[src/rtl/dds_pkg.sv]
// Shared constants and state encoding for the DDS chain (sine table, PWM generator, PWM decoder).
package dds_pkg;

  localparam int ROM_WIDTH_DEF = 8;
  localparam int CNT_W         = 2 * ROM_WIDTH_DEF;
  localparam logic [CNT_W-1:0] CNT_MAX = '1;

  typedef enum logic {
    IDLE    = 1'b0,
    MEASURE = 1'b1
  } meas_state_e;

  // Measurement counters are twice the sample width so a full-scale period fits.
  function automatic int cnt_width(input int rom_width);
    return 2 * rom_width;
  endfunction

endpackage

[src/rtl/sync_edge_det.sv]
// Two-flop synchronizer for an asynchronous input plus a one-cycle rising-edge pulse.
module sync_edge_det (
  input  logic clk,
  input  logic rst,
  input  logic d_i,
  output logic s_o,
  output logic rise_o
);

  logic meta_q;
  logic s_q;
  logic s_dly_q;

  always_ff @(posedge clk) begin
    if (rst) begin
      meta_q  <= 1'b0;
      s_q     <= 1'b0;
      s_dly_q <= 1'b0;
    end else begin
      meta_q  <= d_i;
      s_q     <= meta_q;
      s_dly_q <= s_q;
    end
  end

  assign s_o    = s_q;
  assign rise_o = s_q & ~s_dly_q;

endmodule

[src/rtl/pwm_decoder.sv]
// Measures high time and period of each PWM cycle between rising edges.
// o_ce is a one-cycle valid with no ready: data_high/data_period/o_timeout are valid while o_ce is high and hold until the next o_ce or reset.
module pwm_decoder
  import dds_pkg::*;
#(
  parameter int ROM_WIDTH = 8
) (
  input  logic                   clk,
  input  logic                   rst,
  input  logic                   pwm_in,
  output logic                   o_ce,
  output logic [2*ROM_WIDTH-1:0] data_high,
  output logic [2*ROM_WIDTH-1:0] data_period,
  output logic                   o_timeout,
  output logic                   dbg_state_o
);

  localparam int CW = cnt_width(ROM_WIDTH);
  localparam logic [CW-1:0] CMAX = {CW{1'b1}};
  localparam logic [CW-1:0] ONE  = {{(CW-1){1'b0}}, 1'b1};

  logic s;
  logic rise;

  meas_state_e   state_q, state_d;
  logic [CW-1:0] cnt_period_q, cnt_period_d;
  logic [CW-1:0] cnt_high_q, cnt_high_d;
  logic [CW-1:0] data_high_q, data_high_d;
  logic [CW-1:0] data_period_q, data_period_d;
  logic          timeout_q, timeout_d;
  logic          ce_q, ce_d;

  sync_edge_det u_sync (
    .clk    (clk),
    .rst    (rst),
    .d_i    (pwm_in),
    .s_o    (s),
    .rise_o (rise)
  );

  always_ff @(posedge clk) begin
    if (rst) begin
      state_q       <= IDLE;
      cnt_period_q  <= '0;
      cnt_high_q    <= '0;
      data_high_q   <= '0;
      data_period_q <= '0;
      timeout_q     <= 1'b0;
      ce_q          <= 1'b0;
    end else begin
      state_q       <= state_d;
      cnt_period_q  <= cnt_period_d;
      cnt_high_q    <= cnt_high_d;
      data_high_q   <= data_high_d;
      data_period_q <= data_period_d;
      timeout_q     <= timeout_d;
      ce_q          <= ce_d;
    end
  end

  always_comb begin
    state_d       = state_q;
    cnt_period_d  = cnt_period_q;
    cnt_high_d    = cnt_high_q;
    data_high_d   = data_high_q;
    data_period_d = data_period_q;
    timeout_d     = timeout_q;
    ce_d          = 1'b0;
    case (state_q)
      IDLE: begin
        cnt_period_d = '0;
        cnt_high_d   = '0;
        if (rise) begin
          state_d      = MEASURE;
          cnt_period_d = ONE;
          cnt_high_d   = ONE;
        end
      end
      MEASURE: begin
        // The edge cycle closes the old period and is also the first cycle of the new one.
        if (rise) begin
          data_period_d = cnt_period_q;
          data_high_d   = cnt_high_q;
          timeout_d     = 1'b0;
          ce_d          = 1'b1;
          cnt_period_d  = ONE;
          cnt_high_d    = ONE;
        end else if (cnt_period_q == CMAX) begin
          data_period_d = CMAX;
          data_high_d   = cnt_high_q;
          timeout_d     = 1'b1;
          ce_d          = 1'b1;
          state_d       = IDLE;
          cnt_period_d  = '0;
          cnt_high_d    = '0;
        end else begin
          cnt_period_d = cnt_period_q + ONE;
          cnt_high_d   = cnt_high_q + {{(CW-1){1'b0}}, s};
        end
      end
      default: state_d = IDLE;
    endcase
  end

  assign o_ce        = ce_q;
  assign data_high   = data_high_q;
  assign data_period = data_period_q;
  assign o_timeout   = timeout_q;
  assign dbg_state_o = (state_q == MEASURE);

endmodule

[config.mk]
export PLATFORM = sky130hd
export DESIGN_NAME = pwm_decoder
export DESIGN_NICKNAME = d
export VERILOG_FILES = /design/src/rtl/dds_pkg.sv /design/src/rtl/sync_edge_det.sv /design/src/rtl/pwm_decoder.sv
export SDC_FILE = /design/constraint.sdc
export NUM_CORES = 1
export LEC_CHECK = 0
export CAP_MARGIN = 10
export CORE_ASPECT_RATIO = 1.2
export CORE_MARGIN = 2
export CORE_UTILIZATION = 30
export CTS_CLUSTER_DIAMETER = 120
export CTS_CLUSTER_SIZE = 16
export DETAILED_ROUTE_END_ITERATION = 8
export MAX_ROUTING_LAYER = met4
export RECOVER_POWER = 50
export SLEW_MARGIN = 20
export SYNTH_ARGS = -nofsm -noshare
export SYNTH_HDL_FRONTEND = slang
export SYNTH_SLANG_ARGS = --single-unit
[constraint.sdc]
create_clock -name clk -period 2.3 [get_ports clk]
set_clock_uncertainty 0.2 [all_clocks]
set_input_delay 0.345 -clock clk [delete_from_list [all_inputs] [get_ports clk]]
set_output_delay 0.345 -clock clk [all_outputs]
set_load 0.01 [all_outputs]
After elaboration in Yosys (flattened, before gate mapping)
Cells that the tools add are included.
- add/sub/neg operators: 2
- multipliers: 0
- divide/modulo/power cells: 0
- $lt $le $gt $ge: 0
- equal/unequal tests: 1
- shift operators: 0
- multiplexer cells: 19
- bitwise operators: 3
- reductions and logical operators: 3
- operators by type and width (kind ; count):
    $mux W16 ; 8
    $pmux W16 S2 ; 2
    $add A16 B1 Y16 ; 1
    $add A16 B1 Y16 const B ; 1
    $eq A16 B16 Y1 const B ; 1
    $mux W1 ; 8
    $not A1 Y1 ; 2
    $pmux W1 S2 ; 1
    $reduce_and A2 Y1 ; 1
    $reduce_bool A2 Y1 ; 1
    $reduce_or A2 Y1 ; 1
    $and A1 B1 Y1 ; 1
- register bits: 70
- bits in latches: 0
- memory bits (writable): 0
- memory bits (read-only): 0
- bits of input ports: 3
- output and inout port bits: 35
- logic and storage cells: 38
- memories kept: 0

Logic depth before layout (Yosys ltp)
- depth after elaboration: 4
- depth in mapped cells: 7
- depth with buffers taken out: 6

Modules after synthesis
Synthesis repeated with hierarchy kept, for this count alone.
- cell total of the unflattened synthesis: 288
- area, all modules: 2766.4 µm²
- by module, submodules not included (module ; instances ; cells an instance ; area an instance (µm²) ; sequential area each (µm²)):
    pwm_decoder ; 1 ; 281 ; 2678.8 ; 1341.3
    sync_edge_det ; 1 ; 7 ; 87.6 ; 60.1

Worst setup path after synthesis
No wires, ideal clock.
- kind: flip-flop to flip-flop
- start point: reg cnt_period_q[0]
- end point: reg data_high_q[3] (netlist: data_high[3])
- setup time: 134 ps
- arrival: 1868 ps
- data required time: 1966 ps
- setup slack: 98 ps
- cell stages (with the launch flop): 8
- path buffers: 2
- period minus slack after synthesis: 2202 ps
- cells stage by stage: dfxtp_1 ha_1 nand4_1 nor4_4 buf_6 buf_6 nor4b_1 or4_1
- word-level cells in the longest chain between the ends: 3
- ends and longest elaborated chain (what ; line ; source):
    start, declared ; pwm_decoder.sv:26 ; logic [CW-1:0] cnt_period_q, cnt_period_d;
    start signal, assigned ; pwm_decoder.sv:52 ; cnt_period_q <= cnt_period_d;
    $eq A16 B16 Y1 ; pwm_decoder.sv:88 ; end else if (cnt_period_q == CMAX) begin
    $reduce_bool A2 Y1 (no line) ; n/a ;
    $reduce_and A2 Y1 (no line) ; n/a ;
    end signal, assigned ; pwm_decoder.sv:54 ; data_high_q <= data_high_d;
    end, declared ; pwm_decoder.sv:28 ; logic [CW-1:0] data_high_q, data_high_d;
Every way passes these cells.
A chain may end at the register's enable or synchronous reset.

Worst setup path in the final report
- start point: reg cnt_period_q[11]
- end point: reg data_high_q[7] (netlist: data_high[7])
The elaborated chain is that of the path after synthesis.

==> metrics.txt <==
most common cell in the synthesized netlist dfxtp_1; Crit path max-delay family simple AND/OR/NAND/NOR gates; critical path class reg2reg; TNS Setup 0 ns; Clk pwr share 0.512; Synth cell types 33; fin. max-slew vios 0; nets 418; Residual DRC 0; largest net degree at the start of global routing 57; Ant. Diodes 0; Worst Path Buf+Inv 1; gr usage total 0.129; Setup violations, final 0; DR vias 2724; Hold Fails Final Rpt 0; ys flop type dfxtp_1; htree depth 3; largest area contributor in the netlist dfxtp_1; Sw Ratio 0.208; drt pass-1 iters 4; post-cts resize count 0; Vias/cell 4.99; Power Internal 0.00215 W; f_max 463 MHz; clock slew at reported path FFs 0.06 ns; initial antenna violation count 0; die area 0.0116 mm2; Post-synth EDFFs 0; mapped cell area 0.00323 mm2; post-synthesis register bit count 70; post-CTS setup buffer count 0; Syn Nets 384; Req. time, crit path 2.30 ns; Initial Util 0.307; Yosys top cell area share 0.434; RSZ-0062 raised after global routing no; synth warn 0; design area 0.00407 mm2; fill count 1057; Post-DP Area 0.00378 mm2; Lkg Pwr 1.46 nW; Post-Synthesis Cells 378; WL final 6920 um; clk sink count 70; Die Y-Extent 118 um; NetSw 0.000564 W; asr flop ratio synth 0; worst path cell trace nand4_1 > nor4_4 > buf_12 > nor4b_1 > or4_1; Reg power frac 0.454; Hold Path Class reg2reg; crit share post-route 0.938; Max IR drop VDD 0.000328 V; core box area 0.0105 mm2; Clock Tree Buf Depth 2; CP max stage delay 0.54 ns; antenna violation net count after detailed routing 0; CTS tree yes; grt ovf 0; CTS hold repair buffers 0; Max stage delay cell, worst path or4_1; DP Wirelength 4530 um; max-capacitance violation count 0; share of post-route cells with drive strength above 1 0.0791; Mean Syn Cell Area 8.55 um2; Ports 38; CP startpoint kind flip-flop; Post-synth top cells dfxtp_1, nor2_1, nor3b_1; CP arrival 2.15 ns; sequential share of the synthesized area 0.434; Least-Margin Pin Slew 0.903 ns; worst hold margin 0.237 ns; Crit. End Element flip-flop; First DRT Iteration DRCs 92; Clock Latency Late Sink 0.32 ns; die width 98.7 um; Syn-to-layout area delta 25.9%; first-pass GRT wire length 12200 um; Worst Path Max Fanout 38; PortBufs 37; footprint of the multi-input gates 0.00161 mm2; minimum clock period 2.16 ns; vias in the first global route 2618; Comb pwr share 0.034; CTS Root Cell clkbuf_16; PD cells 667 mW/mm2; Avg WL per Cell 12.7 um; Reg area 0.00140 mm2; # rows 41; total CTS buffers 9; Synth area leaders dfxtp_1, nor3b_1, nor2_1, xnor2_1, nor4b_1; routability cong. 0.793; run status finished clean; relative slew slack 0.398
[logic make-up after synthesis]
kind of cell / count (synthesis) / synth area share
buf+inv: 51 / 0.0682
xor+xnor: 25 / 0.0678
compound gates: 28 / 0.0577
simple gates: 201 / 0.361
fa+ha+maj: 3 / 0.0116
flops: 70 / 0.434
[cell type report]
cell class | instances | area share
clock inverters | 4 | 0.0111
well taps | 129 | 0.0397
flip-flops and latches | 70 | 0.345
repair buffers | 52 | 0.126
inverters | 22 | 0.0203
clock buffers | 12 | 0.0631
multi-input cells | 257 | 0.396
[path summary, 6_finish.rpt]
check                           slack (ns)      endpoint  cells after the start             start
worst min-delay path                  0.24    u_sync.s_o                      1     u_sync.meta_q
worst max-delay path                  0.14  data_high[7]                      5  cnt_period_q[11]
worst max register to register        0.14  data_high[7]                      5  cnt_period_q[11]
worst min register to register        0.24    u_sync.s_o                      1     u_sync.meta_q
[layout by cell type, fill, tap and decap left out, drive strengths merged]
cell           synthesis  routed
nand4                  7       7
or2                    2       2
inv                   22      22
dfxtp                 70      70
nor2b                  4       4
o22ai                  1       1
bufinv                 0       1
o21ai                  3       3
and3                   1       1
clkdlybuf4s50          0       1
a211oi                17      17
nor3                  23      23
nand2                 25      25
or4                   18      18
nand3b                 1       1
ha                     3       3
nor4                   5       5
nor2                  49      49
or3                    3       3
xor2                   7       7
nor3b                 32      32
nand2b                 3       3
xnor2                 18      18
buf                   10      13
clkinv                 0       3
nand3                 11      11
a21oi                  6       6
clkbuf                19      15
o31ai                  1       1
nor4b                 16      16
dlygate4sd3            0      35
and4                   1       1
[power by group through the flow]
stage | Clock [W] | Combinational [W] | Sequential (W)
after floorplan | 0 | 0.0000566 | 0.00126
after global placement | 0 | 0.0000973 | 0.00126
after detailed placement | 0 | 0.0000984 | 0.00126
after CTS | 0.00142 | 0.0000988 | 0.00123
after global routing | 0.00148 | 0.000102 | 0.00123
final | 0.00139 | 0.0000924 | 0.00123
[stage by stage]
stage	setup slack, ns	instances	util	power (W)
4_1_cts	0.0877	546	0.388	0.00275
2_1_floorplan	0.0982	378	-	0.00131
6_report	0.142	546	0.387	0.00271
3_3_place_gp	0.189	530	0.360	0.00135
3_5_place_dp	0.0996	530	0.360	0.00136
5_1_grt	0.0102	546	0.387	0.00281
[worst reg2reg max path: stages, from the launching register on]
cell	delay, ns
dfxtp_1	0.40
nand4_1	0.22
nor4_4	0.37
buf_12	0.22
nor4b_1	0.09
or4_1	0.54
[layer usage]
layer / track usage / routed length [um]
met2: 0.198 / 3210
met5: - / 0
met1: 0.165 / 3310
met3: 0.0232 / 253
met4: 0.0591 / 150
[flip-flops by register name (all words and copies together), names as in the netlist]
signal and cells:
u_sync.meta_q 1, cnt_period_q 16, u_sync.s_o 1, u_sync.s_dly_q 1, data_period 16, o_ce 1, dbg_state_o 1, data_high 16
cnt_high_q 16, o_timeout 1
No activity file was read; power rests on OpenSTA's default activity.
